===== src/rtl/if_id_reg.sv =====
// ---------------------------------------------------------------------------
// if_id_reg
// Pipeline register between the fetch (IF) and decode (ID) stages.
//
// On every rising clock edge the register does one of three things, in this
// priority order:
//   Flush - discard whatever is in ID and leave a NOP with no valid bit.
//   Stall - keep the ID contents as they are (load-use hazard).
//   Load  - capture the fetched instruction and its address.
// A fetch from an address that is not word aligned is never passed on as a
// real instruction. It turns into a NOP, and ID_Misalign is raised so that
// later stages can report it.
// Two saturating counters record how many stall cycles and how many flush
// cycles have occurred, for performance monitoring.
//
// Ports:
//   clk          in   1   rising-edge clock
//   rst_n        in   1   asynchronous active-low reset
//   IF_Inst      in  32   fetched instruction (already zeroed upstream on branch/jump)
//   IF_PC        in  32   byte address of IF_Inst
//   IF_Valid     in   1   IF_Inst/IF_PC carry a real instruction
//   Stall        in   1   hold the ID contents
//   Flush        in   1   discard the ID contents
//   ID_Inst      out 32   registered instruction, 0 = NOP
//   ID_PC        out 32   registered address of ID_Inst
//   ID_PC4       out 32   registered ID_PC + 4 (wraps modulo 2^32)
//   ID_Valid     out  1   ID holds a real instruction
//   ID_Misalign  out  1   captured IF_PC was not word aligned
//   Held         out  1   previous edge held the contents because of Stall
//   Stall_Cnt    out 16   saturating count of stall cycles
//   Flush_Cnt    out 16   saturating count of flush cycles
// ---------------------------------------------------------------------------
module if_id_reg (
  input  logic        clk,
  input  logic        rst_n,
  input  logic [31:0] IF_Inst,
  input  logic [31:0] IF_PC,
  input  logic        IF_Valid,
  input  logic        Stall,
  input  logic        Flush,
  output logic [31:0] ID_Inst,
  output logic [31:0] ID_PC,
  output logic [31:0] ID_PC4,
  output logic        ID_Valid,
  output logic        ID_Misalign,
  output logic        Held,
  output logic [15:0] Stall_Cnt,
  output logic [15:0] Flush_Cnt
);

  logic        pc_misaligned;
  logic        load_real;
  logic [31:0] pc_plus4;

  // Decide what a load would capture. Only an aligned, valid fetch becomes a
  // real instruction. A valid fetch from a misaligned address becomes a NOP
  // with the misalign flag set. An invalid fetch becomes a plain NOP.
  always_comb begin
    pc_misaligned = (IF_PC[1:0] != 2'b00);
    load_real     = IF_Valid && !pc_misaligned;
    pc_plus4      = IF_PC + 32'd4;
  end

  // Pipeline register state. Flush takes priority over Stall, and Stall
  // takes priority over a normal load. Every output comes straight from this
  // block, so there is no combinational path from any input to any output.
  always_ff @(posedge clk or negedge rst_n) begin
    if (!rst_n) begin
      ID_Inst     <= 32'd0;
      ID_PC       <= 32'd0;
      ID_PC4      <= 32'd0;
      ID_Valid    <= 1'b0;
      ID_Misalign <= 1'b0;
      Held        <= 1'b0;
    end else if (Flush) begin
      ID_Inst     <= 32'd0;
      ID_PC       <= 32'd0;
      ID_PC4      <= 32'd0;
      ID_Valid    <= 1'b0;
      ID_Misalign <= 1'b0;
      Held        <= 1'b0;
    end else if (Stall) begin
      Held        <= 1'b1;
    end else begin
      ID_Inst     <= load_real ? IF_Inst : 32'd0;
      ID_PC       <= IF_PC;
      ID_PC4      <= pc_plus4;
      ID_Valid    <= load_real;
      ID_Misalign <= IF_Valid && pc_misaligned;
      Held        <= 1'b0;
    end
  end

  // Event counters. A cycle with both Stall and Flush counts only as a
  // flush, because the flush is what actually happens to the register.
  // Both counters stop at all-ones instead of wrapping.
  always_ff @(posedge clk or negedge rst_n) begin
    if (!rst_n) begin
      Stall_Cnt <= 16'd0;
      Flush_Cnt <= 16'd0;
    end else if (Flush) begin
      if (Flush_Cnt != 16'hFFFF)
        Flush_Cnt <= Flush_Cnt + 16'd1;
    end else if (Stall) begin
      if (Stall_Cnt != 16'hFFFF)
        Stall_Cnt <= Stall_Cnt + 16'd1;
    end
  end

endmodule


===== config.mk =====
export PLATFORM = sky130hd
export DESIGN_NAME = if_id_reg
export DESIGN_NICKNAME = d
export VERILOG_FILES = /design/src/rtl/if_id_reg.sv
export SDC_FILE = /design/constraint.sdc
export NUM_CORES = 1
export LEC_CHECK = 0
export BUFFER_PORTS_ARGS = -buffer_cell sky130_fd_sc_hd__buf_2
export CORE_ASPECT_RATIO = 0.7
export CORE_MARGIN = 3
export CORE_UTILIZATION = 30
export CTS_CLUSTER_DIAMETER = 100
export DETAILED_ROUTE_END_ITERATION = 12
export SYNTH_ARGS = -nofsm -noshare
export SYNTH_HDL_FRONTEND = slang
export SYNTH_SLANG_ARGS = --single-unit

===== constraint.sdc =====
create_clock -name clk -period 1.8 [get_ports clk]
set_input_delay 0.09 -clock clk [delete_from_list [all_inputs] [get_ports clk]]
set_output_delay 0.09 -clock clk [all_outputs]
set_load 0.03 [all_outputs]

==> summary.txt, run 1 <==
Setup path
  • CP max stage delay: between 0.5 and 0.6 ns
  • CP Cell Sequence: nand2_1 > or4_4 > nor3_1 > mux2_2
  • R2R setup slack: 0.13 ns
  • Worst setup SP type: flip-flop
  • CP Max Fanout: 6
  • WP data required: 2.10 ns
  • Critical-path top delay cell: or4_4
  • Kind of critical path: reg -> reg
  • CP arrival: about 2.0 ns
  • Setup crit end kind: flip-flop

GRT
  • Largest net degree at the start of global routing: 64
  • First-pass GRT wire length: 29.6 mm
  • Vias in the first global route: 5390
  • Total grt overflow: 0
  • Initial antenna violation count: 1
  • Overall Global Routing Usage: 0.173

Clock network
  • Clk_lat worst skew: approximately 0.41 ns
  • Clk sinks: 129
  • Clock transition at path regs: 0.06 ns
  • Root buffer cell: clkbuf_16
  • CTS tree: done
  • CTS Buf Count: 17
  • H-tree depth: 4
  • Clock tree buffer depth: 2

Cells and area
  • Share of cells above drive strength 1: 0.360
  • Final core utilization: 0.452
  • ANT cells: 0
  • Area Overhead vs Synth: 45.8%
  • Fill count: 1849
  • Final #Nets: 910

Yosys
  • Syn_nets: around 630
  • Mapped Cells: 559
  • Post-synth ARST share: 1.00
  • Post-Synthesis Mean Instance Area: 10.6 µm²
  • Synth top area share: 0.543
  • Seq/Total Area, Yosys: 0.543
  • Warnings from Yosys: 0
  • Synth cell count leaders: dfrtp_1 (129), nor2_1 (59), nand2_1 (38)
  • Most frequent cell after synthesis: dfrtp_1
  • Mapped Area: a little under 6000 µm²
  • Register bit total from synthesis: 129
  • Post-synth EDFFs: 0
  • Dominant cells by area after synthesis: dfrtp_1 (54%), a22o_1 (4.7%), xor2_1 (4.0%), mux2i_1 (3.9%), nor2_1 (3.7%)
  • Main synth FF type: dfrtp_1
  • Area leader, netlist: dfrtp_1
  • Synth cell types: 53

Timing
  • Period utilisation layout: 0.928
  • Relative slew slack: 0.692
  • Final clock skew: 0.00629 ns
  • Final Slew Violations: 0
  • RSZ-0062 raised after global routing: false
  • Final Hold Viols: 0
  • Tightest Pin Transition: ~0.46 ns
  • Post-route minimum period: 1.67 ns
  • Endpoints failing setup: 0
  • Fmax achieved: 599 MHz
  • PnR worst setup slack: 0.130 ns

Drt
  • DR WL met3: 1.44 mm
  • Wire per inst: 16.8 µm
  • Detailed Route WL: approximately 19 mm
  • Detailed-route via count: 5528
  • WL met1: 8.94 mm
  • Top layer in use: met5
  • DRT iter0 DRCs: 315
  • Vias per cell: 4.96
  • DRC Markers: 0
  • DR pass1 iterations: 5
  • Met2 wire len: 7.80 mm
  • Routed Antenna Nets: 0

Floorplanning
  • Die ar.: 21600 µm²
  • Core area: 19200 µm²
  • IO Pins: 200
  • Initial core utilization: 0.310
  • DIE HEIGHT: 124 µm
  • Num rows: 42
  • DIE WIDTH: approximately 170 µm

Job
  • Max Cap Viol: 0

Place
  • Port Buffers: 199
  • GPL Wtd Cong: 0.842
  • DP Wirelength: between 10 and 15 mm
  • Pre-CTS WS: -0.0802 ns

Hold path
  • Worst hold path type: in -> reg

Power and ir drop
  • Leak pwr: 4.34 nW
  • Pwr Density: 1010 nW/µm²
  • VDD IR max: 0.000437 V

Run status
  • Status: complete, no violations
[metrics by stage]
| step | power (mW) | TNS [ns] | instances | instance area (µm²) | hold WS, ns |
|---|---|---|---|---|---|
| global route | 9.18 | 0 | 1115 | 8670 | 0.0177 |
| global placement | 5.24 | -0.0899 | 1043 | 7660 | 0.0550 |
| detailed placement | 5.26 | -0.160 | 1043 | 7660 | 0.0549 |
| finish | 8.77 | 0 | 1115 | 8670 | 0.0196 |
| floorplan | 4.43 | 0 | 559 | 5960 | -0.206 |
| CTS | 8.86 | 0 | 1115 | 8650 | 0.00325 |
[worst paths after layout]
check / startpoint / to / cells after the start
setup reg to reg: Stall_Cnt[5] / Stall_Cnt[15] / 4
min in group asynchronous: rst_n / Flush_Cnt[10] / 2
hold reg to reg: ID_Valid / ID_Valid / 1
hold / removal: IF_PC[12] / ID_PC[12] / 3
setup / recovery: Stall_Cnt[5] / Stall_Cnt[15] / 4
max in group asynchronous: rst_n / ID_Inst[30] / 3
[cell usage in the layout (no fill, tap or decap), types with 3 or more instances in the layout]
| cell | netlist | routed |
|---|---|---|
| a211oi_1 | 13 | 13 |
| a21oi_1 | 25 | 24 |
| a22o_1 | 32 | 32 |
| a311o_1 | 3 | 3 |
| a311oi_1 | 5 | 5 |
| and3_1 | 7 | 7 |
| and4_1 | 4 | 4 |
| buf_12 | 0 | 6 |
| buf_2 | 4 | 198 |
| buf_4 | 2 | 52 |
| bufinv_16 | 0 | 3 |
| clkbuf_1 | 25 | 5 |
| clkbuf_16 | 0 | 17 |
| dfrtp_1 | 129 | 120 |
| dfrtp_2 | 0 | 9 |
| dlygate4sd3_1 | 0 | 40 |
| ha_1 | 3 | 3 |
| inv_1 | 9 | 9 |
| mux2_2 | 3 | 3 |
| mux2i_1 | 23 | 23 |
| nand2_1 | 38 | 38 |
| nand3_1 | 22 | 22 |
| nand4_1 | 20 | 20 |
| nor2_1 | 59 | 59 |
| nor2b_1 | 5 | 5 |
| nor3_1 | 19 | 16 |
| nor3_2 | 0 | 3 |
| nor4_1 | 11 | 11 |
| o2111a_1 | 4 | 4 |
| o21ai_0 | 5 | 5 |
| o31ai_1 | 5 | 5 |
| or4_1 | 7 | 6 |
| xnor2_1 | 11 | 11 |
| xor2_1 | 27 | 27 |
[registers in the layout, indices dropped and copies added, names as in the netlist]
register / count
ID_PC4: 30
ID_Inst: 32
Stall_Cnt: 16
ID_PC: 32
ID_Valid: 1
Held: 1
ID_Misalign: 1
Flush_Cnt: 16
[report_power, final]
group | internal [mW] | switching (mW) | total [mW] | leakage (nW)
Sequential | 3.17 | 0.191 | 3.36 | 1.70
Clock | 2.22 | 1.28 | 3.49 | 0.281
Combinational | 0.697 | 1.22 | 1.92 | 2.35
Total | 6.08 | 2.69 | 8.77 | 4.34
[cell families after synthesis]
logic type      Yosys count  share of synthesized area
buf+inv                  47                     0.0318
compound gates          113                      0.145
fa+ha+maj                 3                    0.00632
mux                      26                     0.0444
simple gates            203                      0.173
xor+xnor                 38                     0.0560
flops                   129                      0.543
[what timing repair did]
item / in CTS / in global routing
hold endpoints to repair: 83 / 0
resized for setup: 0 / 4
setup buffers: 0 / 0
hold buffers: 40 / 0
endpoints found under the setup margin: 0 / 14
[per-layer routing]
layer | up-vias | GRT usage
li1 | 2621 | -
met2 | 194 | 0.246
met3 | 33 | 0.0622
met5 | - | 0
met1 | 2678 | 0.243
met4 | 2 | 0.0628
[area by class of cell]
cell class,instances,area (µm²),area share
Tap cell,264,330,0.0381
Timing Repair Buffer,297,1910,0.221
Inverter,10,37.5,0.00433
Multi-Input combinational cell,383,2550,0.295
Sequential cell,129,3240,0.374
Clock inverter,9,133,0.0153
Clock buffer,23,458,0.0528
[critical path: cells and delay by family (launching register included)]
family	cells	cell delay [ns]
muxes	1	0.36
and+or+nand+nor	3	0.80
DFF	1	0.40
Power figures use the tool's default switching activity.
==> run 2: changes to the inputs <==
--- a/config.mk
+++ b/config.mk
@@ -11,6 +11,7 @@
 export CORE_UTILIZATION = 30
 export CTS_CLUSTER_DIAMETER = 100
 export DETAILED_ROUTE_END_ITERATION = 12
+export SETUP_SLACK_MARGIN = 0.2
 export SYNTH_ARGS = -nofsm -noshare
 export SYNTH_HDL_FRONTEND = slang
 export SYNTH_SLANG_ARGS = --single-unit
==> constraint.sdc (replaced) <==
create_clock -name clk -period 1.5 [get_ports clk]
set_input_delay 0.075 -clock clk [delete_from_list [all_inputs] [get_ports clk]]
set_output_delay 0.075 -clock clk [all_outputs]
set_load 0.03 [all_outputs]
==> run 2 against run 1 <==
Compared with the run above:
- the run now ends with setup timing left
- hold slack better by 0.025 ns
- critical path depth rose by 3
- combinational power rose by 71%
- routed wire length up 12%
- sequential share of layout area shrank 4.3 points
- total power rose by 36%
- setup slack got worse by 0.25 ns
- die area is the same
- maximum frequency grew 3.1%
- global-route usage grew 1.9 points
- count of clock-buffer cells in the layout down 3
- critical path type unchanged
==> summary.txt, run 2 (synthesis gave the netlist of run 1 again) <==
Run status
  • Status: complete, but fails checks (was complete, no violations)
  • Violated checks: setup timing

Cells and area
  • Share of cells above drive strength 1: 0.473 (was 0.360)
  • Finished Layout Cells: 1186 (was 1115)
  • Fill count: 1719 (was 1849)
  • Commonest non-fill, non-tap cell in the layout: buf_2 (unchanged)
  • Area Overhead vs Synth: 65.2% (was 45.8%)
  • Final #Nets: 982 (was 910)
  • Most frequent cells in the layout: buf_2 (193), dfrtp_1 (112), buf_4 (98), nor2_1 (56), dlygate4sd3_1 (41) (was buf_2 (198), dfrtp_1 (120), nor2_1 (59), buf_4 (52), dlygate4sd3_1 (40))
  • ANT cells: 0 (unchanged)
  • Final core utilization: 0.512 (was 0.452)
  • Largest regs: ID_Inst x32, ID_PC x32, ID_PC4 x30 (unchanged)

Floorplanning
  • Initial core utilization: 0.310 (unchanged)
  • DIE HEIGHT: 124 µm (unchanged)
  • IO Pins: 200 (unchanged)
  • Num rows: 42 (unchanged)
  • DIE WIDTH: 174 µm (unchanged)
  • Die ar.: 21600 µm² (unchanged)
  • Core area: 19200 µm² (unchanged)

Clock network
  • CTS Buf Count: 17 (unchanged)
  • H-tree depth: 4 (unchanged)
  • Clock transition at path regs: 0.06 ns (about the same)
  • Clk_lat worst skew: 0.41 ns (about the same)
  • Root buffer cell: clkbuf_16 (unchanged)
  • Clock tree buffer depth: 2 (unchanged)
  • CTS tree: done (unchanged)
  • Clk sinks: 129 (unchanged)

Job
  • Max Cap Viol: 0 (unchanged)

Timing
  • Final Hold Viols: 0 (unchanged)
  • RSZ-0062 raised after global routing: true (was false)
  • Relative slew slack: 0.685 (was 0.692)
  • Final Slew Violations: 0 (unchanged)
  • Period utilisation layout: 1.08 (was 0.928)
  • Tightest Pin Transition: 0.473 ns (was 0.462 ns)
  • Endpoints failing setup: 21 (was 0)
  • Final clock skew: 0.00786 ns (was 0.00629 ns)
  • Post-route minimum period: 1.62 ns (was 1.67 ns)
  • PnR worst setup slack: -0.119 ns (was 0.130 ns)
  • Fmax achieved: 618 MHz (was 599 MHz)

Drt
  • Detailed-route via count: 5858 (was 5528)
  • Routed Antenna Nets: 0 (unchanged)
  • DR pass1 iterations: 5 (unchanged)
  • Vias per cell: 4.94 (was 4.96)
  • DRT iter0 DRCs: 414 (was 315)
  • DRC Markers: 0 (unchanged)
  • Wire per inst: 17.7 µm (was 16.8 µm)
  • Detailed Route WL: 21.0 mm (was 18.8 mm)

GRT
  • Largest net degree at the start of global routing: 42 (was 64)
  • Initial antenna violation count: 1 (unchanged)
  • Overall Global Routing Usage: 0.192 (was 0.173)
  • First-pass GRT wire length: 32.6 mm (was 29.6 mm)
  • Total grt overflow: 0 (unchanged)
  • Vias in the first global route: 6011 (was 5390)

Setup path
  • CP arrival: 1.95 ns (was 1.97 ns)
  • Setup crit end kind: flip-flop (unchanged)
  • Most used cell, CP: buf_6
  • R2R Path Start: Flush_Cnt[1] (was Stall_Cnt[5])
  • CP max stage delay: 0.43 ns (was 0.56 ns)
  • CP Max Fanout: 3 (was 6)
  • Worst setup SP type: flip-flop (unchanged)
  • Critical R2R Capture: Flush_Cnt[7] (was Stall_Cnt[15])
  • Kind of critical path: reg -> reg (unchanged)
  • Critical-path top delay cell: dfrtp_2 (was or4_4)
  • R2r worst-path depth: 7 (was 4)
  • R2R setup slack: -0.12 ns (was 0.13 ns)
  • CP Cell Sequence: ha_4 > nand4_1 > nor3_4 > buf_6 > buf_6 > a2111oi_4 > xor2_1 (was nand2_1 > or4_4 > nor3_1 > mux2_2)
  • WP data required: 1.83 ns (was 2.10 ns)

Place
  • DP Wirelength: 14.4 mm (was 13.4 mm)
  • Placed instance count: 1088 (was 1043)
  • Port Buffers: 199 (unchanged)
  • Pre-CTS WS: -0.163 ns (was -0.0802 ns)
  • GPL Wtd Cong: 0.837 (was 0.842)

Power and ir drop
  • Pwr Density: 1210 nW/µm² (was 1010 nW/µm²)
  • Tot Pwr: 11.9 mW (was 8.77 mW)
  • VDD IR max: 0.000545 V (was 0.000437 V)
  • Leak pwr: 4.82 nW (was 4.34 nW)

Hold path
  • Worst hold endpoint: ID_PC4[26] (was ID_PC[12])
  • Hold_sp: IF_PC[26] (was IF_PC[12])
  • Worst hold path type: in -> reg (unchanged)
  • Hold Path Stages: 3 (unchanged)
==> run 2: repair_timing <==
action | 4_1_cts | 5_1_grt
setup buffers | 17 | 9
hold endpoints to repair | 171 | 0
hold buffers | 41 | 0
pin swaps | 35 | 25
cloned | 0 | 0
gates resized for setup | 65 | 34
setup endpoints to repair | 33 | 36
==> run 2: metrics by stage <==
step	cell area (µm²)	setup TNS (ns)	hold WS [ns]
floorplan	6180	-3.09	-0.221
global placement	8130	-1.12	0.00699
detailed placement	8130	-2.13	0.00696
CTS	9590	-0.597	0.0299
global route	9820	-2.91	0.0536
finish	9820	-1.07	0.0445
==> run 2: cell type report <==
class	instances	area, µm²	share of cell area
clock buffers	20	457	0.0465
clock inverters	11	185	0.0189
inverters	10	37.5	0.00382
multi-input cells	383	3000	0.306
flip-flops and latches	129	3250	0.331
well taps	264	330	0.0336
repair buffers	369	2560	0.261
==> run 2: worst max-delay path: cells and delay by family, from the launching register on <==
| family | cells | cell delay (ns) |
|---|---|---|
| xor+xnor | 1 | 0.17 |
| compound gates | 1 | 0.29 |
| flops | 1 | 0.43 |
| simple gates | 2 | 0.23 |
| fa+ha+maj | 1 | 0.17 |
| buf+inv | 2 | 0.25 |
==> run 2: power by group <==
| group | leakage (nW) | internal (mW) | switching [mW] | total (mW) |
|---|---|---|---|---|
| logic | 2.82 | 1.46 | 1.83 | 3.29 |
| clock network | 0.312 | 3.02 | 1.55 | 4.57 |
| registers | 1.69 | 3.81 | 0.217 | 4.03 |
| total | 4.82 | 8.29 | 3.60 | 11.9 |
==> run 2: worst max-delay path by stage <==
stage                       from  cells past startpoint             to
CTS                 Flush_Cnt[1]                      7   Flush_Cnt[7]
detailed placement  Stall_Cnt[0]                      4  Stall_Cnt[15]
global placement    Stall_Cnt[0]                      4  Stall_Cnt[15]
finish              Flush_Cnt[1]                      7   Flush_Cnt[7]
floorplan           Stall_Cnt[3]                      5  Stall_Cnt[15]
global route        Flush_Cnt[1]                      6   Flush_Cnt[8]
==> run 2: per-layer routing <==
| metal | track usage | share of wire |
|---|---|---|
| met5 | 0 | 0.00043 |
| met3 | 0.0701 | 0.071 |
| met2 | 0.299 | 0.46 |
| met4 | 0.0392 | 0.0074 |
| met1 | 0.261 | 0.46 |
==> run 3: changes to the inputs <==
--- a/config.mk
+++ b/config.mk
@@ -9,8 +9,10 @@
 export CORE_ASPECT_RATIO = 0.7
 export CORE_MARGIN = 3
 export CORE_UTILIZATION = 30
+export CTS_BUF_LIST = sky130_fd_sc_hd__clkbuf_2
 export CTS_CLUSTER_DIAMETER = 100
 export DETAILED_ROUTE_END_ITERATION = 12
+export GPL_ROUTABILITY_DRIVEN = 0
 export SETUP_SLACK_MARGIN = 0.2
 export SYNTH_ARGS = -nofsm -noshare
 export SYNTH_HDL_FRONTEND = slang
==> run 3 against run 2 <==
Compared with the run above:
- the flow still finishes with violations (setup timing)
- sequential cell count unchanged
- via count up 9.1%
- clock skew up 0.020 ns
- largest power group is now registers
- sequential power up 1%
- count of clock-buffer cells in the layout down 2
- highest routed layer is now met4
- setup slack worse by 0.020 ns
==> summary.txt, run 3 (synthesis gave the netlist of run 1 again) <==
Timing
  • Relative slew slack: 0.491 (was 0.685)
  • Final Slew Violations: 0 (unchanged)
  • Final clock skew: 0.0282 ns (was 0.00786 ns)
  • RSZ-0062 raised after global routing: true (unchanged)
  • PnR worst setup slack: -0.139 ns (was -0.119 ns)
  • Final Hold Viols: 0 (unchanged)
  • Tightest Pin Transition: 0.761 ns (was 0.473 ns)
  • Post-route minimum period: 1.64 ns (was 1.62 ns)
  • Setup TNS: -1.52 ns (was -1.07 ns)
  • Period utilisation layout: 1.09 (was 1.08)
  • Fmax achieved: 610 MHz (was 618 MHz)
  • Endpoints failing setup: 29 (was 21)

Run status
  • Status: complete, but fails checks (unchanged)
  • Violated checks: setup timing (unchanged)

Power and ir drop
  • Pwr Density: 940 nW/µm² (was 1210 nW/µm²)
  • Pint: 7.12 mW (was 8.29 mW)
  • NetSw: 3.58 mW (was 3.60 mW)
  • Clock power share: 0.242 (was 0.384)
  • Combinational share of power: 0.377 (was 0.277)
  • Tot Pwr: 10.7 mW (was 11.9 mW)
  • Switching Fraction: 0.335 (was 0.303)
  • VDD IR max: 0.000414 V (was 0.000545 V)
  • Leak pwr: 5.43 nW (was 4.82 nW)
  • Flop pwr share: 0.381 (was 0.339)

Clock network
  • Root buffer cell: clkbuf_2 (was clkbuf_16)
  • Clock tree buffer depth: 2 (unchanged)
  • H-tree depth: 4 (unchanged)
  • Clk_lat worst skew: 0.69 ns (was 0.41 ns)
  • CTS Buf Count: 17 (unchanged)
  • Clk sinks: 129 (unchanged)
  • Clock transition at path regs: 0.20 ns (was 0.06 ns)
  • CTS tree: done (unchanged)

Cells and area
  • Final #Nets: 1095 (was 982)
  • Commonest non-fill, non-tap cell in the layout: buf_6 (was buf_2)
  • Area Overhead vs Synth: 91.5% (was 65.2%)
  • Largest regs: ID_Inst x32, ID_PC x32, ID_PC4 x30 (unchanged)
  • Most frequent cells in the layout: buf_6 (178), buf_4 (141), dfrtp_1 (111), dlygate4sd3_1 (85), buf_2 (63) (was buf_2 (193), dfrtp_1 (112), buf_4 (98), nor2_1 (56), dlygate4sd3_1 (41))
  • ANT cells: 0 (unchanged)
  • Post-layout instance area: 11400 µm² (was 9820 µm²)
  • Share of cells above drive strength 1: 0.486 (was 0.473)

Setup path
  • Worst setup SP type: flip-flop (unchanged)
  • CP delay by family, top: simple AND/OR/NAND/NOR gates (was flip-flops)
  • Critical-path top delay cell: or4_4 (was dfrtp_2)
  • WP data required: 2.09 ns (was 1.83 ns)
  • CP max stage delay: 0.51 ns (was 0.43 ns)
  • CP Cell Sequence: nand3_2 > or4_4 > nor3_4 > mux2_4 (was ha_4 > nand4_1 > nor3_4 > buf_6 > buf_6 > a2111oi_4 > xor2_1)
  • Setup crit end kind: flip-flop (unchanged)
  • CP arrival: 2.23 ns (was 1.95 ns)
  • CP Max Fanout: 5 (was 3)
  • Kind of critical path: reg -> reg (unchanged)
  • Worst Path Buf+Inv: 0 (was 2)

Floorplanning
  • IO Pins: 200 (unchanged)
  • Num rows: 42 (unchanged)
  • DIE WIDTH: 174 µm (unchanged)
  • Initial core utilization: 0.310 (unchanged)
  • Core area: 19200 µm² (unchanged)
  • DIE HEIGHT: 124 µm (unchanged)
  • Die ar.: 21600 µm² (unchanged)

Drt
  • Wire per inst: 18.2 µm (was 17.7 µm)
  • DR pass1 iterations: 5 (unchanged)
  • DRT iter0 DRCs: 423 (was 414)
  • Routed Antenna Nets: 0 (unchanged)
  • DRC Markers: 0 (unchanged)
  • Vias per cell: 4.92 (was 4.94)
  • Detailed-route via count: 6394 (was 5858)
  • Detailed Route WL: 23.6 mm (was 21.0 mm)

GRT
  • Overall Global Routing Usage: 0.213 (was 0.192)
  • First-pass GRT wire length: 36.1 mm (was 32.6 mm)
  • Initial antenna violation count: 0 (was 1)
  • Vias in the first global route: 6822 (was 6011)
  • Largest net degree at the start of global routing: 42 (unchanged)
  • Total grt overflow: 0 (unchanged)

Place
  • Cell area after placement: 8130 µm² (unchanged)
  • DP Wirelength: 14.4 mm (unchanged)
  • Port Buffers: 199 (unchanged)
  • Pre-CTS WS: -0.163 ns (unchanged)

Hold path
  • Worst hold path type: in -> reg (unchanged)

Job
  • Max Cap Viol: 0 (unchanged)
==> run 3: changes by cell type in the layout (fill, tap and decap cells not counted), sizes merged <==
| cell | change |
|---|---|
| dlymetal6s4s | +7 |
| buf | +62 |
| clkinv | +2 |
| clkbuf | -2 |
| dlygate4sd3 | +44 |
==> run 3: final timing paths <==
check	slack [ns]	start	depth (start not counted)	to
hold / removal	0.02	Flush	5	Stall_Cnt[11]
max in group asynchronous	0.51	rst_n	4	Flush_Cnt[9]
hold reg to reg	0.55	ID_PC4[23]	2	ID_PC4[23]
setup reg to reg	-0.14	Stall_Cnt[0]	4	Stall_Cnt[15]
min in group asynchronous	0.35	rst_n	3	Flush_Cnt[11]
setup / recovery	-0.14	Stall_Cnt[0]	4	Stall_Cnt[15]
==> run 3: worst register-to-register path, cell delays in order (launching register included) <==
cell	delay (ns)
dfrtp_2	0.47
nand3_2	0.10
or4_4	0.51
nor3_4	0.17
mux2_4	0.31
==> run 3: power by group through the flow <==
stage	Sequential [mW]	Combinational [mW]	Clock [mW]
5_1_grt	4.12	4.25	2.83
4_1_cts	4.06	3.63	2.66
3_5_place_dp	4.06	2.57	0
3_3_place_gp	4.04	2.55	0
2_1_floorplan	4.77	0.632	0
6_report	4.07	4.03	2.59
==> run 3: what timing repair did <==
item                       in CTS  in global routing
hold endpoints to repair      238                 34
gates cloned                    0                  0
hold buffers                   97                 19
pin swaps                      34                 36
buffers inserted               65                 23
resized for setup             344                 45
setup endpoints to repair     163                193
==> run 3: final cells by class <==
class                   count  area [µm²]
clock inverters            13         193
flip-flops and latches    129        3250
well taps                 264         330
repair buffers            482        4460
fillers                  1528        7800
inverters                  10        37.5
clock buffers              18        90.1
multi-input cells         383        3020
==> run 3: layer usage <==
metal / share of wire / vias to the layer above / global-route usage
met3: 0.070 / 27 / 0.0701
met4: 0.012 / 0 / 0.0507
met1: 0.43 / 3165 / 0.272
met2: 0.49 / 212 / 0.356
li1: - / 2990 / -
met5: 0 / - / 0
==> run 3: metrics by stage <==
stage | hold WS (ns) | util | instances
after floorplan | -0.221 | - | 559
after global placement | 0.00699 | 0.424 | 1088
after detailed placement | 0.00696 | 0.424 | 1088
after CTS | -0.176 | 0.576 | 1281
after global routing | -0.0715 | 0.593 | 1299
final | 0.0220 | 0.593 | 1299
